## config.mk

```make
export PLATFORM = sky130hd
export DESIGN_NAME = spi_ms
export DESIGN_NICKNAME = d
export VERILOG_FILES = /design/src/rtl/spi_ms.sv
export SDC_FILE = /design/constraint.sdc
export NUM_CORES = 1
export LEC_CHECK = 0
export CAP_MARGIN = 10
export CORE_UTILIZATION = 45
export CTS_CLUSTER_SIZE = 25
export DETAILED_ROUTE_END_ITERATION = 10
export GPL_TIMING_DRIVEN = 0
export PLACE_DENSITY_LB_ADDON = 0.15
export SLEW_MARGIN = 0
export SYNTH_ARGS = -nofsm -noshare
export SYNTH_HDL_FRONTEND = slang
export SYNTH_SLANG_ARGS = --single-unit
```

## constraint.sdc

```tcl
create_clock -name clk -period 5 [get_ports clk]
set_input_delay 1.25 -clock clk [delete_from_list [all_inputs] [get_ports clk]]
set_output_delay 1.25 -clock clk [all_outputs]
set_load 0.01 [all_outputs]
```

## src/rtl/spi_ms.sv

```systemverilog
// Byte-wide SPI master/slave with an 8051-style SFR interface and a byte-complete interrupt.
// Master SCK half-period is 2^DIV clk; slave oversamples SCK/SS/MOSI through 2-flop synchronizers.
module spi_ms (
  input  logic       clk,
  input  logic       rst_n,
  input  logic [2:0] sfraddr_w,
  input  logic [2:0] sfraddr_r,
  input  logic       sfrwe,
  input  logic [7:0] spssn_i,
  input  logic [7:0] spidata_i,
  input  logic       mosii,
  input  logic       misoi,
  input  logic       scki,
  input  logic       ssn,
  output logic [7:0] spssn_o,
  output logic [7:0] sfrdatao,
  output logic       intspi,
  output logic       mosio,
  output logic       misoo,
  output logic       scko,
  output logic       SPC0
);

  typedef enum logic [1:0] {S_IDLE, S_XFER, S_DONE} state_t;

  state_t     r_state;
  logic       r_spie, r_spe, r_dord, r_mstr, r_cpol, r_cpha, r_spc0;
  logic [2:0] r_div;
  logic [7:0] r_txbuf, r_tx, r_rx, r_rxbuf, r_spssn;
  logic       r_spif, r_wcol, r_busy;
  logic [6:0] r_hcnt;
  logic [3:0] r_edge;
  logic       r_sckt, r_mosi, r_miso;
  logic [2:0] r_bitcnt;
  logic [2:0] r_scks, r_sss;
  logic [1:0] r_mosis;

  logic       w_master, w_slave, w_start, w_hdone, w_m_sample;
  logic       w_s_edge, w_s_lead, w_s_sample, w_ss_fall;
  logic [6:0] w_hmax;

  function automatic logic out_bit(input logic [7:0] d, input logic lsb);
    return lsb ? d[0] : d[7];
  endfunction

  function automatic logic [7:0] shift_out(input logic [7:0] d, input logic lsb);
    return lsb ? {1'b0, d[7:1]} : {d[6:0], 1'b0};
  endfunction

  function automatic logic [7:0] shift_in(input logic [7:0] d, input logic b, input logic lsb);
    return lsb ? {b, d[7:1]} : {d[6:0], b};
  endfunction

  assign w_master   = r_spe & r_mstr;
  assign w_slave    = r_spe & ~r_mstr;
  assign w_start    = sfrwe && (sfraddr_w == 3'd3) && w_master && !r_busy && (r_state == S_IDLE);
  assign w_hmax     = (7'd1 << r_div) - 7'd1;
  assign w_hdone    = (r_hcnt == w_hmax);
  // Even edge indices are leading edges (away from CPOL).
  assign w_m_sample = r_cpha ? r_edge[0] : ~r_edge[0];
  assign w_s_edge   = r_scks[2] ^ r_scks[1];
  assign w_s_lead   = (r_scks[1] != r_cpol);
  assign w_s_sample = r_cpha ? ~w_s_lead : w_s_lead;
  assign w_ss_fall  = r_sss[2] & ~r_sss[1];

  always_ff @(posedge clk) begin
    if (!rst_n) begin
      r_state  <= S_IDLE;
      r_spie   <= 1'b0;
      r_spe    <= 1'b0;
      r_dord   <= 1'b0;
      r_mstr   <= 1'b0;
      r_cpol   <= 1'b0;
      r_cpha   <= 1'b0;
      r_spc0   <= 1'b0;
      r_div    <= 3'd0;
      r_txbuf  <= 8'h00;
      r_tx     <= 8'h00;
      r_rx     <= 8'h00;
      r_rxbuf  <= 8'h00;
      r_spssn  <= 8'hFF;
      r_spif   <= 1'b0;
      r_wcol   <= 1'b0;
      r_busy   <= 1'b0;
      r_hcnt   <= 7'd0;
      r_edge   <= 4'd0;
      r_sckt   <= 1'b0;
      r_mosi   <= 1'b0;
      r_miso   <= 1'b0;
      r_bitcnt <= 3'd0;
      r_scks   <= 3'b000;
      r_sss    <= 3'b111;
      r_mosis  <= 2'b00;
    end else begin
      r_scks  <= {r_scks[1:0], scki};
      r_sss   <= {r_sss[1:0], ssn};
      r_mosis <= {r_mosis[0], mosii};
      r_spssn <= w_master ? spssn_i : 8'hFF;

      if (sfrwe) begin
        case (sfraddr_w)
          3'd0: {r_spie, r_spe, r_dord, r_mstr, r_cpol, r_cpha} <= spidata_i[7:2];
          3'd1: r_spc0 <= spidata_i[0];
          3'd2: r_div  <= spidata_i[2:0];
          3'd3: begin
            if (r_busy) r_wcol <= 1'b1;
            else begin
              r_txbuf <= spidata_i;
              r_tx    <= spidata_i;
            end
          end
          3'd4: begin
            if (spidata_i[7]) r_spif <= 1'b0;
            if (spidata_i[6]) r_wcol <= 1'b0;
          end
          default: ;
        endcase
      end

      if (w_slave) begin
        r_state <= S_IDLE;
        r_sckt  <= 1'b0;
        r_hcnt  <= 7'd0;
        r_edge  <= 4'd0;
        if (r_sss[1]) begin
          r_busy   <= 1'b0;
          r_miso   <= 1'b0;
          r_bitcnt <= 3'd0;
        end else if (w_ss_fall) begin
          r_busy   <= 1'b1;
          r_bitcnt <= 3'd0;
          if (!r_cpha) begin
            r_miso <= out_bit(r_txbuf, r_dord);
            r_tx   <= shift_out(r_txbuf, r_dord);
          end else begin
            r_tx   <= r_txbuf;
          end
        end else if (r_busy && w_s_edge) begin
          if (w_s_sample) begin
            r_rx     <= shift_in(r_rx, r_mosis[1], r_dord);
            r_bitcnt <= r_bitcnt + 3'd1;
            if (r_bitcnt == 3'd7) begin
              r_rxbuf <= shift_in(r_rx, r_mosis[1], r_dord);
              r_spif  <= 1'b1;
              r_tx    <= r_txbuf;
            end
          end else begin
            r_miso <= out_bit(r_tx, r_dord);
            r_tx   <= shift_out(r_tx, r_dord);
          end
        end
      end else begin
        r_miso   <= 1'b0;
        r_bitcnt <= 3'd0;
        case (r_state)
          S_IDLE: begin
            r_sckt <= 1'b0;
            r_hcnt <= 7'd0;
            r_edge <= 4'd0;
            r_busy <= w_start;
            if (w_start) begin
              r_state <= S_XFER;
              if (!r_cpha) begin
                r_mosi <= out_bit(spidata_i, r_dord);
                r_tx   <= shift_out(spidata_i, r_dord);
              end
            end
          end
          S_XFER: begin
            if (!w_master) begin
              r_state <= S_IDLE;
              r_busy  <= 1'b0;
              r_sckt  <= 1'b0;
            end else if (w_hdone) begin
              r_hcnt <= 7'd0;
              r_sckt <= ~r_sckt;
              r_edge <= r_edge + 4'd1;
              if (w_m_sample) r_rx <= shift_in(r_rx, misoi, r_dord);
              else begin
                r_mosi <= out_bit(r_tx, r_dord);
                r_tx   <= shift_out(r_tx, r_dord);
              end
              if (r_edge == 4'd15) r_state <= S_DONE;
            end else begin
              r_hcnt <= r_hcnt + 7'd1;
            end
          end
          default: begin
            r_state <= S_IDLE;
            r_busy  <= 1'b0;
            r_rxbuf <= r_rx;
            r_spif  <= 1'b1;
          end
        endcase
      end
    end
  end

  always_comb begin
    sfrdatao = 8'h00;
    case (sfraddr_r)
      3'd0:    sfrdatao = {r_spie, r_spe, r_dord, r_mstr, r_cpol, r_cpha, 2'b00};
      3'd1:    sfrdatao = {7'd0, r_spc0};
      3'd2:    sfrdatao = {5'd0, r_div};
      3'd3:    sfrdatao = r_rxbuf;
      3'd4:    sfrdatao = {r_spif, r_wcol, 5'd0, r_busy};
      3'd5:    sfrdatao = r_spssn;
      default: sfrdatao = 8'h00;
    endcase
  end

  assign spssn_o = r_spssn;
  assign intspi  = r_spie & r_spif;
  assign mosio   = r_mosi;
  assign misoo   = r_miso;
  assign scko    = r_cpol ^ r_sckt;
  assign SPC0    = r_spc0;

endmodule

```

# --- Word level (Yosys, flattened, before mapping) ---
# Cells that the tools add are included.
classes:
  add_sub_neg: 4
  eq_ne: 33
  shifts: 1
  muxes: 85
  n_bitwise: 14
  n_reduce_logical: 36
op_table:
  columns: ["op", "count"]
  rows:
  - ["$mux 8", 36]
  - ["$pmux 8 s6", 1]
  - ["$mux 1", 32]
  - ["$ne 2x2->1 const B", 10]
  - ["$pmux 8 s2", 1]
  - ["$reduce_and 2->1", 8]
  - ["$mux 7", 2]
  - ["$pmux 7 s2", 1]
  - ["$reduce_bool 2->1", 7]
  - ["$eq 3x2->1 const B", 4]
  - ["$eq 3x3->1 const B", 4]
  - ["$reduce_and 3->1", 4]
  - ["$ne 2x1->1 const B", 5]
  - ["$ne 3x3->1 const B", 3]
  - ["$mux 2", 4]
  - ["$mux 4", 2]
  - ["$not 1->1", 8]
  - ["$pmux 1 s2", 4]
  - ["$pmux 4 s2", 1]
  - ["$reduce_and 8->1", 1]
  - ["$add 7x1->7 const B", 1]
  - ["$eq 7x7->1", 1]
  - ["$reduce_and 7->1", 1]
  - ["$shl 1x3->7 const A", 1]
  - ["20 further kinds", 31]
totals:
  reg_bits: 80
  inputBits: 29
  elab_cells: 199

# --- Longest topological paths before layout ---
# Gate-level depths: netlist of run 1.
logic_depth:
  ltp_word: 9
  depth_mapped: 11
  depth_no_buf: 9

# --- Worst setup path after synthesis of run 1 ---
# Ideal clock, no wire load.
synth_path:
  kind: "input-to-output"
  from: "input sfraddr_r[0]"
  to: "output sfrdatao[3]"
  arrival_time_ns: 2.202
  required_time_ns: 3.750
  path_slack_ns: 1.548
  path_stages: 4
  n_path_buf: 1
  cell_sequence: "clkbuf_1 > and2_1 > a22oi_1 > o21ai_0"
synth_between:
  elab_chain_len: 2
  elab_cells_between_ends: 7
  classes_between: "eq/ne (5); mux (1); reduce/logical (1)"
synth_lines:
  columns: ["element", "line_no", "source"]
  rows:
  - ["start, declared", "7", "input logic [2:0] sfraddr_r,"]
  - ["$eq 3x3->1 (tied with other cells)", "201", "case (sfraddr_r)"]
  - ["$pmux 8 s6 *", "201", null]
  - ["end, declared", "16", "output logic [7:0] sfrdatao,"]
# Mark *: on every way between the ends. The rest lies on a longest branch, timed or not.

# --- Final worst setup path of run 1 ---
# Ends and elaborated chain as after synthesis.

==> impl_metrics.ini, run 1 <==
[die]
die_w_um = 106.3
rows = 37
fp.dieH_um = 106.3
pin_count = 50
dieArea_mm2 = 0.01130
core_mm2 = 0.01042
initial_core_util = 0.4700

[synthesis]
yosys.area.top_type_share = 0.3271
syn_area_mm2 = 0.004896
ys_top_cells_by_count = 85 x nand2_1, 80 x dfxtp_1, 64 x mux2i_1
syn-num-nets = 621
async_flop_share = 0
ys_warn_count = 0
syn_inst = 587
yosysUniqueCellTypes = 66
syn_avg_cell_area_um2 = 8.341
synth_seq_area_share = 0.3271
synth_top_flop_cell = dfxtp_1
yosysMostFrequentCell = nand2_1
synth-seq-cells = 80
synth_area_leaders = dfxtp_1 33%, mux2i_1 13%, nand2_1 6.5%, nor2_1 3.7%, a21oi_1 3.4%
synth-edff-count = 0
yosysTopAreaCell = dfxtp_1

[clocking]
clk_pin_slew_ns = 0.08
cts.sinks = 80
holdBufCountCts = 0
cts_setup_buffers = 0
cts_root_buf = clkbuf_8
cts_buffers = 9
clock_path_buffers = 2
cts_tree = yes
clk_latency_ns = 0.37
htree_levels = 3
post_cts_resized = 0

[critical_path]
critPathArrivalTime_ns = 2.82
ff2ff_path_depth = 11
crit_type = input port to output pin
worstSetupEndpointType = output pin
crit_path_max_fanout = 10
r2r-start = r_div[2]
worstSetupStartpointType = input port
critPathLaunch = sfraddr_r[0]
cp_data_required_time_ns = 3.75

[cells_and_area]
drive_gt1_frac = 0.08951
nFillCells = 993
area_growth_pct = 16.20
finalNetCount = 677
layout.cells.non_filler = 784
antenna_cells = 0

[placed_design]
dpl.hpwl_mm = 10.42
gp_congestion = 0.9089
portBuffers = 45
dp_cells = 768

[power]
p_leak_uw = 0.002041
fin_total_pwr_uw = 1249
ir_drop_v = 0.0001040
cellPowerDensity_mw_per_mm2 = 219.5

[routing]
ant_nets = 0
viasPerCell = 5.889
drc_errors = 0
wire_per_inst_um = 18.37
dr.pass1.iters = 8
via_count = 4617
drtIter0Drc = 353
routed_wl_mm = 14.40

[grt]
grt_pass1_wl_mm = 23.32
antenna_found_initial = 0
grt_max_degree = 14
grt_overflow_total = 0
grt_pass1_vias = 4389
grt_use_total = 0.2668

[status]
status = complete, no violations

[timing]
slew_viol_final = 0
final.period_utilization = 0.8141
rsz0062_at_grt = false
worst_pin_slew_ns = 0.9557
relSlewSlack = 0.3580
max_freq_ghz = 0.2457
tns_ns = 0
finClkSkew_ns = 0.01175
min_period_ns = 4.071
setup_viol = 0
finalHoldViolations = 0
holdWs_ns = 0.4282

[run]
drv_cap = 0

[worst_hold_path]
hp-start = r_sss[0]
hp-class = flop to flop
holdPathStages = 1
## cell usage in the layout (no fill, tap or decap), drive strengths merged, types with 9 or more instances in the layout
| cell type | n |
|---|---|
| a211o | 10 |
| a21oi | 33 |
| a22oi | 13 |
| a311oi | 9 |
| and2 | 10 |
| buf | 17 |
| clkbuf | 35 |
| clkdlybuf4s50 | 45 |
| dfxtp | 80 |
| inv | 13 |
| mux2i | 64 |
| nand2 | 86 |
| nand2b | 12 |
| nor2 | 48 |
| nor3 | 15 |
| o211ai | 11 |
| o21ai | 26 |
| xnor2 | 9 |
## worst paths after layout
| path | endpoint | slack (ns) |
|---|---|---|
| setup reg to reg | r_rx[5] | 1.82 |
| hold / removal | r_sss[1] | 0.43 |
| hold reg to reg | r_sss[1] | 0.43 |
| setup / recovery | sfrdatao[3] | 0.93 |
## cell families (layout without fill, tap and decap cells)
group / count (synthesis) / count (layout) / synth area share
buffers and inverters: 54 / 115 / 0.05826
xor gates and xnor gates: 16 / 16 / 0.03143
and+or+nand+nor: 221 / 221 / 0.2190
adders and majority gates: 5 / 5 / 0.01278
AOI/OAI and AO/OA: 139 / 139 / 0.1968
muxes: 72 / 72 / 0.1546
DFF: 80 / 80 / 0.3271
## through the flow
step | utilization | instance area [um2] | worst slack, ns
floorplan | - | 4896 | 1.548
global placement | 0.5296 | 5517 | 0.9517
detailed placement | 0.5296 | 5517 | 0.9859
CTS | 0.5462 | 5689 | 0.9519
global route | 0.5462 | 5689 | 0.7758
finish | 0.5462 | 5689 | 0.9294
## where the power goes
part / internal (uW) / switching (uW)
clock: 193 / 251
sequential: 645 / 8.40
combinational: 68.8 / 82.3
## layout make-up
cell class	instances	area, um2	area share
inverter	13	48.80	0.008577
buffer	41	236.5	0.04157
multi-input combinational	453	3009	0.5289
tap	136	170.2	0.02991
sequential	80	1602	0.2815
clock inverter	5	31.28	0.005498
clock buffer	11	141.4	0.02485
timing repair buffer	45	450.4	0.07917
## critical path, cell delays in order
cell	delay, ns
clkbuf_1	0.39
and2_1	0.31
a22oi_1	0.11
o21ai_0	0.20
clkdlybuf4s50_1	0.57
## state kept, by name, indices dropped and copies added (netlist names), 2 cells and up
| register | cells |
|---|---|
| r_rx | 8 |
| r_bitcnt | 3 |
| r_div | 3 |
| r_rxbuf | 8 |
| r_txbuf | 8 |
| r_edge | 4 |
| r_scks | 3 |
| r_sss | 3 |
| r_state | 2 |
| spssn_o | 8 |
| r_hcnt | 7 |
| r_tx | 8 |
| r_mosis | 2 |
## metal layers
layer / vias up / global-route usage / routed length [um]
met5: - / 0 / 0
met4: 0 / 0.1071 / 319
met3: 24 / 0.03985 / 1043
met2: 190 / 0.4323 / 6567
met1: 2173 / 0.3546 / 6470
li1: 2230 / - / -
(Power assumes the default switching activity.)
==> run 2, diff against run 1 <==
==> constraint.sdc (replaced) <==
create_clock -name clk -period 3.67 [get_ports clk]
set_input_delay 0.9175 -clock clk [delete_from_list [all_inputs] [get_ports clk]]
set_output_delay 0.9175 -clock clk [all_outputs]
set_load 0.01 [all_outputs]
==> run 2 against run 1 <==
Compared with the run above: first-iteration DRC count is 3.7% lower; global-route usage about the same; register-to-register slack worse by 1.3 ns; power rose by 36%; die area is the same; worst setup slack got worse by 0.70 ns; worst hold slack improved by 0.0038 ns; sequential power increased by 36%; routed wire length is 0.52% higher; non-clock buffer count did not move; sequential cell count did not move.
==> impl_metrics.ini, run 2 (same netlist as run 1, synthesis figures left out) <==
[status]
status = complete, no violations

[routing]
ant_nets = 0
wire_per_inst_um = 18.46
via_count = 4685
viasPerCell = 5.976
routed_wl_mm = 14.48
dr.pass1.iters = 7
drtIter0Drc = 340
drc_errors = 0

[power]
p_sw_uw = 468.2
p_leak_uw = 0.002048
fin_total_pwr_uw = 1704
p_int_uw = 1236
seq_power_share = 0.522
swShare = 0.2748
clock_power_share = 0.357
ir_drop_v = 0.0001416
p_comb_frac = 0.121
cellPowerDensity_mw_per_mm2 = 299.4

[cells_and_area]
drive_gt1_frac = 0.09259
final_cell_mix = 85 x nand2_1, 80 x dfxtp_1, 64 x mux2i_1
antenna_cells = 0
final_common_cell = nand2_1
finalNetCount = 677
area_growth_pct = 16.25

[die]
pin_count = 50
die_w_um = 106.3
core_mm2 = 0.01042
rows = 37
dieArea_mm2 = 0.01130
initial_core_util = 0.4700
fp.dieH_um = 106.3

[placed_design]
gp_congestion = 0.9089
dpl.hpwl_mm = 10.42
portBuffers = 45
post-place-ws_ns = 0.2102

[critical_path]
path_cells = buf_1, clkbuf_2, a22oi_1, o21ai_0, clkdlybuf4s50_1
crit_type = flop to output pin
crit_path_max_fanout = 10
worst-path-buf-inv = 3
endpoint = sfrdatao[5]
cp_data_required_time_ns = 2.75
rr_endpoint = r_rx[5]
r2r_slack_ns = 0.50
r2r-start = r_div[2]
critPathArrivalTime_ns = 2.52
cp_num_cells = 5
ff2ff_path_depth = 11
worstSetupStartpointType = flop
worstSetupEndpointType = output pin
max_stage_delay_ns = 0.57
cp_top_family = buffers and inverters
slowest_stage = clkdlybuf4s50_1
critPathLaunch = r_dord

[timing]
finalHoldViolations = 0
worst_pin_slew_ns = 0.9460
max_freq_ghz = 0.2907
finClkSkew_ns = 0.01333
setup_viol = 0
tns_ns = 0
finalWorstSetupSlack_ns = 0.2300
final.period_utilization = 0.9373
min_period_ns = 3.440
rsz0062_at_grt = false
slew_viol_final = 0
relSlewSlack = 0.3645

[grt]
antenna_found_initial = 0
grt_pass1_wl_mm = 23.31
grt_pass1_vias = 4390
grt_overflow_total = 0
grt_use_total = 0.2666
grt_max_degree = 14

[worst_hold_path]
hp-class = flop to flop

[clocking]
cts_buffers = 9
clk_latency_ns = 0.37
clock_path_buffers = 2
cts_root_buf = clkbuf_8
cts_tree = yes
cts.sinks = 80
htree_levels = 3
clk_pin_slew_ns = 0.08

[run]
drv_cap = 0
[run 2: changes by cell type in the layout (fill, tap and decap cells not counted)]
cell | previous run | this run
buf_1 | 5 | 4
clkbuf_1 | 21 | 20
clkbuf_2 | 0 | 2
[run 2: metal layers]
layer  up-vias  part of all wire  wire length, um  track usage
met2       204              0.45             6534       0.4300
met3        26             0.076             1095      0.03985
li1       2227                 -                -            -
met5         -                 0                0            0
met4         0             0.024              352       0.1121
met1      2228              0.45             6494       0.3542
[run 2: worst min path at each step]
stage | start | endpoint | slack (ns) | depth (start not counted)
2_1_floorplan | r_sss[0] | r_sss[1] | 0.39 | 1
3_3_place_gp | r_sss[0] | r_sss[1] | 0.40 | 1
3_5_place_dp | r_sss[0] | r_sss[1] | 0.40 | 1
4_1_cts | r_sss[0] | r_sss[1] | 0.43 | 1
5_1_grt | r_mosis[0] | r_mosis[1] | 0.48 | 1
6_report | r_sss[0] | r_sss[1] | 0.43 | 1
[run 2: what timing repair did]
action                     4_1_cts  5_1_grt
buffers inserted                 0        0
hold buffers                     0        0
setup endpoints to repair        0        2
resized for setup                0        3
[run 2: stage by stage]
stage,hold WS [ns],cells,instance area (um2),utilization
after floorplan,0.3863,587,4896,-
after global placement,0.3977,768,5517,0.5296
after detailed placement,0.3995,768,5517,0.5296
after CTS,0.4342,784,5689,0.5462
after global routing,0.4759,784,5692,0.5464
final,0.4320,784,5692,0.5464
[run 2: cell type report]
cell class	instances	area (um2)
fillers	991	4725
multi-input cells	453	3009
flip-flops and latches	80	1602
repair buffers	45	450.4
plain buffers	41	239.0
well taps	136	170.2
clock buffers	11	141.4
inverters	13	48.80
clock inverters	5	31.28
[run 2: power by group through the flow]
stage	Sequential [uW]	Combinational, uW	Clock [uW]
finish	890	206	608
global route	892	223	651
CTS	889	203	615
detailed placement	910	202	0
global placement	910	199	0
floorplan	906	125	0
